**src/rtl/aqua_pkg.sv**
```systemverilog
// aqua_pkg -- shared issue-path types for the ALU front end.
//   operator_e  : ALU operation code carried with each issued op
//   alu_issue_s : one issue package (valid flag, operation, two operands)
//   arb_src_e   : which requester an op held at the ALU came from
package aqua_pkg;

    typedef enum logic [3:0] {
        OP_ADD = 4'd0,
        OP_SUB = 4'd1,
        OP_AND = 4'd2,
        OP_OR  = 4'd3,
        OP_XOR = 4'd4,
        OP_SLL = 4'd5,
        OP_SRL = 4'd6,
        OP_LW  = 4'd7,
        OP_SW  = 4'd8,
        OP_BEQ = 4'd9,
        OP_BNE = 4'd10,
        OP_JAL = 4'd11
    } operator_e;

    typedef struct packed {
        logic        valid;
        operator_e   instr;
        logic [31:0] a;
        logic [31:0] b;
    } alu_issue_s;

    typedef enum logic {
        SRC_BR = 1'b0,
        SRC_EX = 1'b1
    } arb_src_e;

endpackage

```
**src/rtl/alu_issue_slot.sv**
```systemverilog
// alu_issue_slot -- single-entry output register in front of the ALU.
//   clk, rst_n : clock and synchronous active-low reset
//   load       : capture in_pkg/in_src this edge (valid forced to 1)
//   drain      : slot may be emptied this edge (consumed, idle or flushed)
//   in_pkg     : package to capture
//   in_src     : source tag to capture
//   out_pkg    : registered package presented to the ALU
//   out_src    : source tag of out_pkg
// With neither load nor drain the slot holds every bit unchanged.
module alu_issue_slot
    import aqua_pkg::*;
(
    input  logic       clk,
    input  logic       rst_n,
    input  logic       load,
    input  logic       drain,
    input  alu_issue_s in_pkg,
    input  arb_src_e   in_src,
    output alu_issue_s out_pkg,
    output arb_src_e   out_src
);

    alu_issue_s loaded;

    always_comb begin
        loaded       = in_pkg;
        loaded.valid = 1'b1;
    end

    always_ff @(posedge clk) begin
        if (!rst_n) begin
            out_pkg <= '0;
            out_src <= SRC_BR;
        end else if (load) begin
            out_pkg <= loaded;
            out_src <= in_src;
        end else if (drain) begin
            // Only the valid bit drops; payload bits are left as they were.
            out_pkg.valid <= 1'b0;
        end
    end

endmodule

```
**src/rtl/alu_issue_arbiter.sv**
```systemverilog
// alu_issue_arbiter -- two-requester issue arbiter feeding one ALU slot.
//   i_clk, i_rst_n : clock and synchronous active-low reset
//   i_br_pkg       : requester 0 (branch/jump), .valid is its request
//   o_br_ready     : requester 0 accepted when i_br_pkg.valid && o_br_ready
//   i_ex_pkg       : requester 1 (arith/load/store), .valid is its request
//   o_ex_ready     : requester 1 accepted when i_ex_pkg.valid && o_ex_ready
//   i_alu_ready    : ALU consumes o_alu_pkg when o_alu_pkg.valid && i_alu_ready
//   i_invalidate   : flush the held op and refuse new ops this cycle
//   o_alu_pkg      : registered op for the ALU
//   o_grant_src    : source of the op held in o_alu_pkg
// Handshake: a transfer happens on a rising edge where valid && ready are
// both high; ready is computed combinationally from valid and slot state,
// and a requester that is not accepted may change its package freely.
// BR normally wins a contested cycle; after STARVE_LIMIT consecutive
// contested losses EX is forced to win once.
module alu_issue_arbiter
    import aqua_pkg::*;
#(
    parameter int unsigned STARVE_LIMIT = 3
)
(
    input  logic       i_clk,
    input  logic       i_rst_n,
    input  alu_issue_s i_br_pkg,
    output logic       o_br_ready,
    input  alu_issue_s i_ex_pkg,
    output logic       o_ex_ready,
    input  logic       i_alu_ready,
    input  logic       i_invalidate,
    output alu_issue_s o_alu_pkg,
    output arb_src_e   o_grant_src
);

    localparam int unsigned     CW      = $clog2(STARVE_LIMIT + 1);
    localparam logic [CW-1:0]   LIMIT_C = CW'(STARVE_LIMIT);

    logic [CW-1:0] starve_cnt;
    logic          can_load;
    logic          contested;
    logic          ex_wins;
    logic          br_wins;
    logic          accept;
    arb_src_e      win_src;
    alu_issue_s    win_pkg;

    always_comb begin
        can_load   = (!o_alu_pkg.valid || i_alu_ready) && !i_invalidate;
        contested  = i_br_pkg.valid && i_ex_pkg.valid;
        ex_wins    = i_ex_pkg.valid && (!i_br_pkg.valid || starve_cnt == LIMIT_C);
        br_wins    = i_br_pkg.valid && !ex_wins;
        o_br_ready = i_rst_n && br_wins && can_load;
        o_ex_ready = i_rst_n && ex_wins && can_load;
        // Each ready already implies its requester is valid.
        accept     = o_br_ready || o_ex_ready;
        win_src    = ex_wins ? SRC_EX : SRC_BR;
        win_pkg    = ex_wins ? i_ex_pkg : i_br_pkg;
    end

    // Counts contested cycles that BR won while EX waited.
    always_ff @(posedge i_clk) begin
        if (!i_rst_n || i_invalidate || o_ex_ready) begin
            starve_cnt <= '0;
        end else if (contested && can_load && br_wins && starve_cnt != LIMIT_C) begin
            starve_cnt <= starve_cnt + CW'(1);
        end
    end

    alu_issue_slot u_slot (
        .clk     (i_clk),
        .rst_n   (i_rst_n),
        .load    (accept),
        .drain   (can_load || i_invalidate),
        .in_pkg  (win_pkg),
        .in_src  (win_src),
        .out_pkg (o_alu_pkg),
        .out_src (o_grant_src)
    );

endmodule

```
**config.mk**
```make
export PLATFORM = sky130hd
export DESIGN_NAME = alu_issue_arbiter
export DESIGN_NICKNAME = d
export VERILOG_FILES = /design/src/rtl/aqua_pkg.sv /design/src/rtl/alu_issue_slot.sv /design/src/rtl/alu_issue_arbiter.sv
export SDC_FILE = /design/constraint.sdc
export NUM_CORES = 1
export LEC_CHECK = 0
export BUFFER_PORTS_ARGS = -buffer_cell sky130_fd_sc_hd__buf_2
export CAP_MARGIN = 15
export CORE_MARGIN = 1.5
export CORE_UTILIZATION = 48
export CTS_BUF_LIST = sky130_fd_sc_hd__clkbuf_8
export DETAILED_ROUTE_END_ITERATION = 8
export PLACE_DENSITY = 0.88
export REMOVE_ABC_BUFFERS = 1
export SETUP_SLACK_MARGIN = 0.15
export SYNTH_ARGS = -nofsm -noshare
export SYNTH_HDL_FRONTEND = slang
export SYNTH_SLANG_ARGS = --single-unit
```
**constraint.sdc**
```tcl
create_clock -name i_clk -period 3.68 [get_ports i_clk]
set_input_delay 0.92 -clock i_clk [delete_from_list [all_inputs] [get_ports i_clk]]
set_output_delay 0.92 -clock i_clk [all_outputs]
set_load 0.005 [all_outputs]
```
== After elaboration in Yosys (flattened, before gate mapping) ==
Index checks and enable logic that the tools add are counted.

* Reduce and logical (&&, ||, !) cells: 23
* Add/subtract/negate cells: 1
* Muxes and demuxes: 4
* Equality and inequality tests: 2

{| class="wikitable"
|+ Operators by type and width
! operator !! number
|-
| 68-bit two-way mux || 1
|-
| 1-bit logical AND || 11
|-
| 1-bit logical OR || 6
|-
| 1-bit logical NOT || 5
|-
| 1-bit two-way mux || 3
|-
| 2-bit by 1-bit adder with 2-bit output, second input constant || 1
|-
| 2-bit == test, second input constant || 1
|-
| 2-bit != test, second input constant || 1
|-
| 2-bit nonzero test || 1
|}

* Logic and storage cells: 36
* Register bits: 72
* Input port bits: 142
* Output and inout port bits: 72

== Logic depth before layout (Yosys ltp) ==
Gate-level depths: netlist of run 1.

* Word-level depth: 9
* Mapped depth: 6
* Depth with buffers taken out: 5

== Hierarchy ==
Synthesis of run 1 repeated with hierarchy kept, for this count alone.

* Cell total of the unflattened synthesis: 324
* Area, all modules: 3706.1 µm²

{| class="wikitable"
|+ By module, submodules not included
! module !! cells each !! times used !! sequential area each (µm²) !! area an instance (µm²)
|-
| alu_issue_slot || 225 || 1 || 1401.3 || 2680.1
|-
| alu_issue_arbiter || 99 || 1 || 40.0 || 1026.0
|}

== Least setup slack after synthesis of run 1 ==
No wires, ideal clock.

* Path kind: input port to output port
* Start point: input i_br_pkg[68] (netlist bit)
* End point: output o_br_ready
* Slack: 1207 ps
* Arrival: 1553 ps
* Buffers on the path: 2
* Required time: 2760 ps
* Stages: 5
* Cells stage by stage: inv_2 > o21a_1 > buf_2 > buf_2 > nor2_1

* Cells in the longest elaborated chain, start to end: 7

{| class="wikitable"
|+ RTL lines
! item !! RTL line !! source
|-
| from (decl) || alu_issue_arbiter.sv:24 || <nowiki>input alu_issue_s i_br_pkg,</nowiki>
|-
| 1-bit logical NOT || alu_issue_arbiter.sv:49 || <nowiki>ex_wins = i_ex_pkg.valid && (!i_br_pkg.valid || starve_cnt == LIMIT_C);</nowiki>
|-
| 1-bit logical OR || alu_issue_arbiter.sv:49 ||
|-
| 1-bit logical AND || alu_issue_arbiter.sv:49 ||
|-
| 1-bit logical NOT || alu_issue_arbiter.sv:50 || <nowiki>br_wins = i_br_pkg.valid && !ex_wins;</nowiki>
|-
| 1-bit logical AND (*) || alu_issue_arbiter.sv:50 ||
|-
| 1-bit logical AND (*) (2 in a row) || alu_issue_arbiter.sv:51 || <nowiki>o_br_ready = i_rst_n && br_wins && can_load;</nowiki>
|-
| to (decl) || alu_issue_arbiter.sv:25 || <nowiki>output logic o_br_ready,</nowiki>
|}

Mark *: on every way between the ends. The rest lies on a longest branch, timed or not.

== Worst setup path after layout of run 1 ==
* Start point: input i_br_pkg[68] (netlist bit)
* End point: output o_ex_ready

* Cells in the longest elaborated chain, start to end: 5

{| class="wikitable"
|+ RTL lines
! item !! RTL line !! source
|-
| 1-bit logical NOT || alu_issue_arbiter.sv:49 ||
|-
| 1-bit logical OR || alu_issue_arbiter.sv:49 ||
|-
| 1-bit logical AND || alu_issue_arbiter.sv:49 ||
|-
| 1-bit logical AND (2 in a row) || alu_issue_arbiter.sv:52 || <nowiki>o_ex_ready = i_rst_n && ex_wins && can_load;</nowiki>
|-
| to (decl) || alu_issue_arbiter.sv:27 || <nowiki>output logic o_ex_ready,</nowiki>
|}

Every way passes these cells.

==> results.py, run 1 <==
metrics = {
    "outcome": {
        "status": "finished, final reports clean",
    },
    "min_path": {
        "min_to": "u_slot.out_pkg[16]",
        "hold_depth": 2,
        "hp-start": "u_slot.out_pkg[16]",
        "hold_class": "reg -> reg",
    },
    "global_route": {
        "grt_antenna_before_repair": 0,
        "grt_pass1_vias": 3295,
        "grt_max_degree": 71,
        "gr-usage-all-layers": 0.240,
        "grt_overflow": 0,
        "grt_pass1_wl_um": 14800,
    },
    "drt": {
        "vias": 3642,
        "drtIter0Drc": 116,
        "drc": 0,
        "drt-total-wl_um": 10000,
        "firstDrtPassIters": 4,
        "vias_per_cell": 5.23,
        "routedWlPerCell_um": 14.4,
        "antenna_left": 0,
    },
    "final_layout": {
        "synthToLayoutAreaGrowth_pct": 33.3,
        "final_nets": 738,
        "antenna_cells": 0,
        "drive_gt1_frac": 0.465,
    },
    "floorplan": {
        "core-area_um2": 6910,
        "initial_core_util": 0.507,
        "die_w_um": 88.4,
        "die_h_um": 88.4,
        "std_cell_rows": 30,
        "dieArea_um2": 7820,
        "io_pins": 214,
    },
    "placed_design": {
        "io_buffers": 213,
        "routabilityCongestion": 0.794,
        "dp_hpwl_um": 7070,
    },
    "timing": {
        "period_minus_slack_ns": 2.65,
        "tightest_slew_ns": 0.976,
        "timing.fmax_mhz": 377,
        "grt_setup_unrepaired": "no",
        "hold_slack_ns": 0.496,
        "max_slew_margin": 0.349,
        "setup_viol": 0,
        "finalCritPeriodShare": 0.721,
        "slew_viol_final": 0,
        "finalHoldViolCount": 0,
        "skew_ns": 0.00986,
    },
    "pwr": {
        "p_leak_nw": 2.20,
        "combPwrFrac": 0.191,
        "p_sw_mw": 0.500,
        "power_mw": 1.83,
        "powerDensity_nw_per_um2": 393,
        "switching_share": 0.273,
        "ir_drop_v": 0.000234,
        "cell_internal_pwr_mw": 1.33,
        "p_clk_frac": 0.344,
        "power.share.sequential": 0.465,
    },
    "cts": {
        "cts_tree": "built",
        "htree_num_levels": 3,
        "clock_latency_ns": 0.33,
        "clock_sinks": 72,
        "cts_hold_buf": 0,
        "cts_root_buffer": "clkbuf_8",
        "post_cts_buffers": 0,
        "cts_buffers": 9,
        "ctsLongestPathBuffers": 2,
        "clk_pin_slew_ns": 0.06,
        "cts_resized": 0,
    },
    "synthesis": {
        "yosysSeqAreaShare": 0.411,
        "synthCells": 403,
        "synth.top_cell.area_share": 0.411,
        "syn_area_um2": 3500,
        "synth_seq_cells": 72,
        "synth_top_area_cell": "dfxtp_1",
        "synth.avg_cell_area_um2": 8.69,
        "synth_cell_types": 24,
        "synth_area_leaders": "dfxtp_1, a311oi_2, nand2_1",
        "yosysWarnings": 0,
    },
    "worst_setup_path": {
        "regToRegSetupSlack_ns": 1.68,
        "r2r_end": "u_slot.out_pkg[35]",
        "end_kind": "output port",
        "rr_startpoint": "starve_cnt[0]",
        "r2r.worst_path.cells": 5,
        "crit_path_start_kind": "input port",
        "crit_required_ns": 2.76,
        "cp_max_fo": 4,
        "crit_type": "in -> out",
        "worstPathArrival_ns": 1.73,
    },
    "run": {
        "max-cap-violations": 0,
    },
}
## worst max path at each step
stage / from / to / depth (start not counted) / slack (ns)
floorplan: i_alu_ready / u_slot.out_pkg[24] / 3 / -0.80
global placement: i_br_pkg[68] / o_ex_ready / 5 / 1.09
detailed placement: i_br_pkg[68] / o_ex_ready / 5 / 1.05
CTS: i_br_pkg[68] / o_ex_ready / 5 / 1.04
global route: i_br_pkg[68] / o_ex_ready / 5 / 0.94
finish: i_br_pkg[68] / o_ex_ready / 5 / 1.03
## worst max-delay path, stage by stage
cell,delay (ns)
buf_2,0.13
inv_2,0.11
o21ai_4,0.07
nor4_1,0.32
buf_2,0.19
## sequential cells by signal, indices dropped and copies added (netlist names)
signal	count
u_slot.out_src	1
u_slot.out_pkg	69
starve_cnt	2
## placed cells by master, fill, tap and decap left out, drive strengths merged, types with 2 or more instances in the layout
master,Yosys,final
nor2,71,71
o21a,3,3
buf,31,218
nand2,136,136
nor4,2,2
nand2b,2,2
dfxtp,72,72
clkinv,0,2
a311oi,69,69
inv,3,5
clkbuf,6,11
## metrics by stage
step / cells / util / area (um2) / TNS [ns] / setup slack (ns)
finish: 696 / 0.676 / 4670 / 0 / 1.03
global route: 696 / 0.676 / 4670 / 0 / 0.941
CTS: 696 / 0.676 / 4670 / 0 / 1.04
detailed placement: 680 / 0.647 / 4470 / 0 / 1.05
global placement: 680 / 0.647 / 4470 / 0 / 1.09
floorplan: 366 / - / 3220 / -52.76 / -0.802
## power by group through the flow
stage                     sequential (mW)  clock [mW]  combinational [mW]
after detailed placement            0.871           0               0.350
after global placement              0.869           0               0.337
final                               0.854       0.630               0.350
after floorplan                     0.877           0               0.182
after CTS                           0.853       0.640               0.352
after global routing                0.859       0.674               0.385
## metal layers
layer  track usage  routed length [um]  vias up
met5             0                   0        -
met4        0.0909                 182        0
met3        0.0681                 913       20
met2         0.438                5080      183
met1         0.265                3860     1651
li1              -                   -     1788
## area by class of cell
| cell class | count | area [um2] |
|---|---|---|
| inverters | 3 | 11.3 |
| clock inverters | 5 | 47.5 |
| well taps | 96 | 120 |
| repair buffers | 218 | 1120 |
| clock buffers | 11 | 151 |
| multi-input cells | 291 | 1780 |
| flip-flops and latches | 72 | 1440 |
| fillers | 612 | 2240 |
## Yosys cell counts, drive strengths merged
library cell / count
nor4: 2
nand2: 136
buf: 31
nand4: 1
o21ai: 1
inv: 3
nor2: 71
clkbuf: 6
dfxtp: 72
o21a: 3
mux2i: 1
ha: 1
o211ai: 1
nand2b: 2
nor2b: 1
a311oi: 69
o2111a: 1
xnor2: 1
## cells by family (layout without fill, tap and decap cells)
| kind of cell | count (synthesis) | in the layout | synth area share |
|---|---|---|---|
| mux | 1 | 1 | 0.00286 |
| flops | 72 | 72 | 0.411 |
| xor+xnor | 1 | 1 | 0.00250 |
| fa+ha+maj | 1 | 1 | 0.00357 |
| buf+inv | 40 | 237 | 0.0829 |
| compound gates | 75 | 75 | 0.260 |
| simple gates | 213 | 213 | 0.236 |
(Power assumes the default switching activity.)
==> inputs of run 2 (changes only) <==
Settings changed: CORE_UTILIZATION 48 to 45, PLACE_DENSITY 0.88 to 0.83.
Clock period 3.68 ns to 2.5 ns, I/O delays scaled along.
==> run 2 against run 1 <==
Effect of this change: via count is 1.5% lower; final area rose by 0.35%; die area rose by 6.4%; global-route usage is 1.1 points lower; hold slack got worse by 0.0021 ns; clock skew increased by 0.0044 ns; critical endpoint unchanged; largest cell class unchanged; highest routed layer unchanged.
==> results.py, run 2 (synthesis results as in run 1) <==
metrics = {
    "placed_design": {
        "dp.cells": 683,
        "routabilityCongestion": 0.809,
        "io_buffers": 213,
        "dp_hpwl_um": 6860,
    },
    "timing": {
        "slew_viol_final": 0,
        "finalHoldViolCount": 0,
        "tightest_slew_ns": 0.955,
        "period_minus_slack_ns": 2.17,
        "finalCritPeriodShare": 0.867,
        "grt_setup_unrepaired": "no",
        "max_slew_margin": 0.363,
        "setup_viol": 0,
        "skew_ns": 0.0142,
        "timing.fmax_mhz": 461,
    },
    "cts": {
        "post_cts_buffers": 0,
        "clk_pin_slew_ns": 0.08,
        "cts_resized": 0,
        "ctsLongestPathBuffers": 2,
        "cts_root_buffer": "clkbuf_8",
        "cts_buffers": 9,
        "clock_sinks": 72,
        "cts_hold_buf": 0,
        "clock_latency_ns": 0.33,
        "htree_num_levels": 3,
        "cts_tree": "built",
    },
    "drt": {
        "firstDrtPassIters": 4,
        "vias": 3588,
        "drtIter0Drc": 117,
        "antenna_left": 0,
        "routedWlPerCell_um": 13.9,
        "vias_per_cell": 5.14,
        "drc": 0,
        "drt-total-wl_um": 9680,
    },
    "floorplan": {
        "dieArea_um2": 8320,
        "die_h_um": 91.2,
        "core-area_um2": 7410,
        "die_w_um": 91.2,
        "io_pins": 214,
        "initial_core_util": 0.473,
        "std_cell_rows": 31,
    },
    "worst_setup_path": {
        "cp-startpoint": "starve_cnt[0]",
        "crit_path_start_kind": "flop",
        "cp_max_fo": 3,
        "r2r_end": "u_slot.out_pkg[50]",
        "r2r.worst_path.cells": 5,
        "worstPathArrival_ns": 1.54,
        "regToRegSetupSlack_ns": 0.59,
        "crit_type": "reg -> out",
        "end_kind": "output port",
        "rr_startpoint": "starve_cnt[0]",
        "path_cells": "ha_1 > o21ai_4 > nor4_1 > buf_2",
        "cp_slowest_stage_delay_ns": 0.35,
        "worst_path_max_delay_cell": "dfxtp_1",
        "crit_required_ns": 1.88,
        "crit_family": "flip-flops",
        "crit_buf_inv": 1,
    },
    "min_path": {
        "hp-start": "u_slot.out_pkg[19]",
        "hold_class": "reg -> reg",
        "min_to": "u_slot.out_pkg[19]",
        "hold_depth": 2,
    },
    "global_route": {
        "grt_max_degree": 75,
        "grt_pass1_vias": 3568,
        "gr-usage-all-layers": 0.229,
        "grt_antenna_before_repair": 0,
        "grt_pass1_wl_um": 15600,
        "grt_overflow": 0,
    },
    "run": {
        "max-cap-violations": 0,
    },
    "pwr": {
        "p_leak_nw": 2.19,
        "powerDensity_nw_per_um2": 567,
        "ir_drop_v": 0.000301,
        "power_mw": 2.66,
    },
    "final_layout": {
        "final_nets": 738,
        "largest_reg_flops": 69,
        "fill_cells": 659,
        "final_common_cell": "buf_2",
        "top_register": "u_slot.out_pkg",
        "reg_top3": "u_slot.out_pkg (69), starve_cnt (2), u_slot.out_src (1)",
        "drive_gt1_frac": 0.466,
        "synthToLayoutAreaGrowth_pct": 33.7,
        "instances_no_fill": 698,
        "final_cell_mix": "buf_2, nand2_1, dfxtp_1",
        "antenna_cells": 0,
        "utilization": 0.632,
    },
    "outcome": {
        "status": "finished, final reports clean",
    },
}
[run 2: tightest hold or removal path: cells and delay by family (launching register included)]
| family | cells | cell delay [ns] |
|---|---|---|
| AND/OR/NAND/NOR | 1 | 0.09 |
| AO/OA/AOI/OAI | 1 | 0.05 |
| flip-flops | 1 | 0.31 |
[run 2: cell type report]
class	instances	area, um2	share of cell area
Multi-Input combinational cell	291	1780	0.380
Sequential cell	72	1440	0.308
Timing Repair Buffer	218	1140	0.244
Clock buffer	10	138	0.0294
Tap cell	99	124	0.0264
Clock inverter	5	48.8	0.0104
Inverter	3	11.3	0.00240
[run 2: worst max-delay path by stage]
| stage | end | depth (start not counted) |
|---|---|---|
| global route | o_ex_ready | 4 |
| floorplan | u_slot.out_pkg[24] | 3 |
| detailed placement | u_slot.out_pkg[25] | 6 |
| global placement | u_slot.out_pkg[39] | 6 |
| finish | o_ex_ready | 4 |
| CTS | o_ex_ready | 4 |
[run 2: where the power goes]
| part | internal [mW] | switching [mW] |
|---|---|---|
| combinational | 0.241 | 0.273 |
| sequential | 1.22 | 0.0367 |
| clock | 0.475 | 0.412 |
[run 2: routing by layer]
layer / up-vias / track usage / routed length [um]
met3: 14 / 0.0678 / 619
met2: 140 / 0.420 / 4980
met1: 1646 / 0.248 / 3930
met4: 0 / 0.0768 / 149
li1: 1788 / - / -
met5: - / 0 / 0
[run 2: through the flow]
step	worst slack [ns]	hold slack [ns]	setup TNS, ns	instance area [um2]
5_1_grt	0.224	0.494	0	4690
2_1_floorplan	-1.69	0.465	-113.13	3220
6_report	0.333	0.493	0	4690
4_1_cts	0.310	0.493	0	4690
3_3_place_gp	0.432	0.480	0	4500
3_5_place_dp	0.373	0.488	0	4500
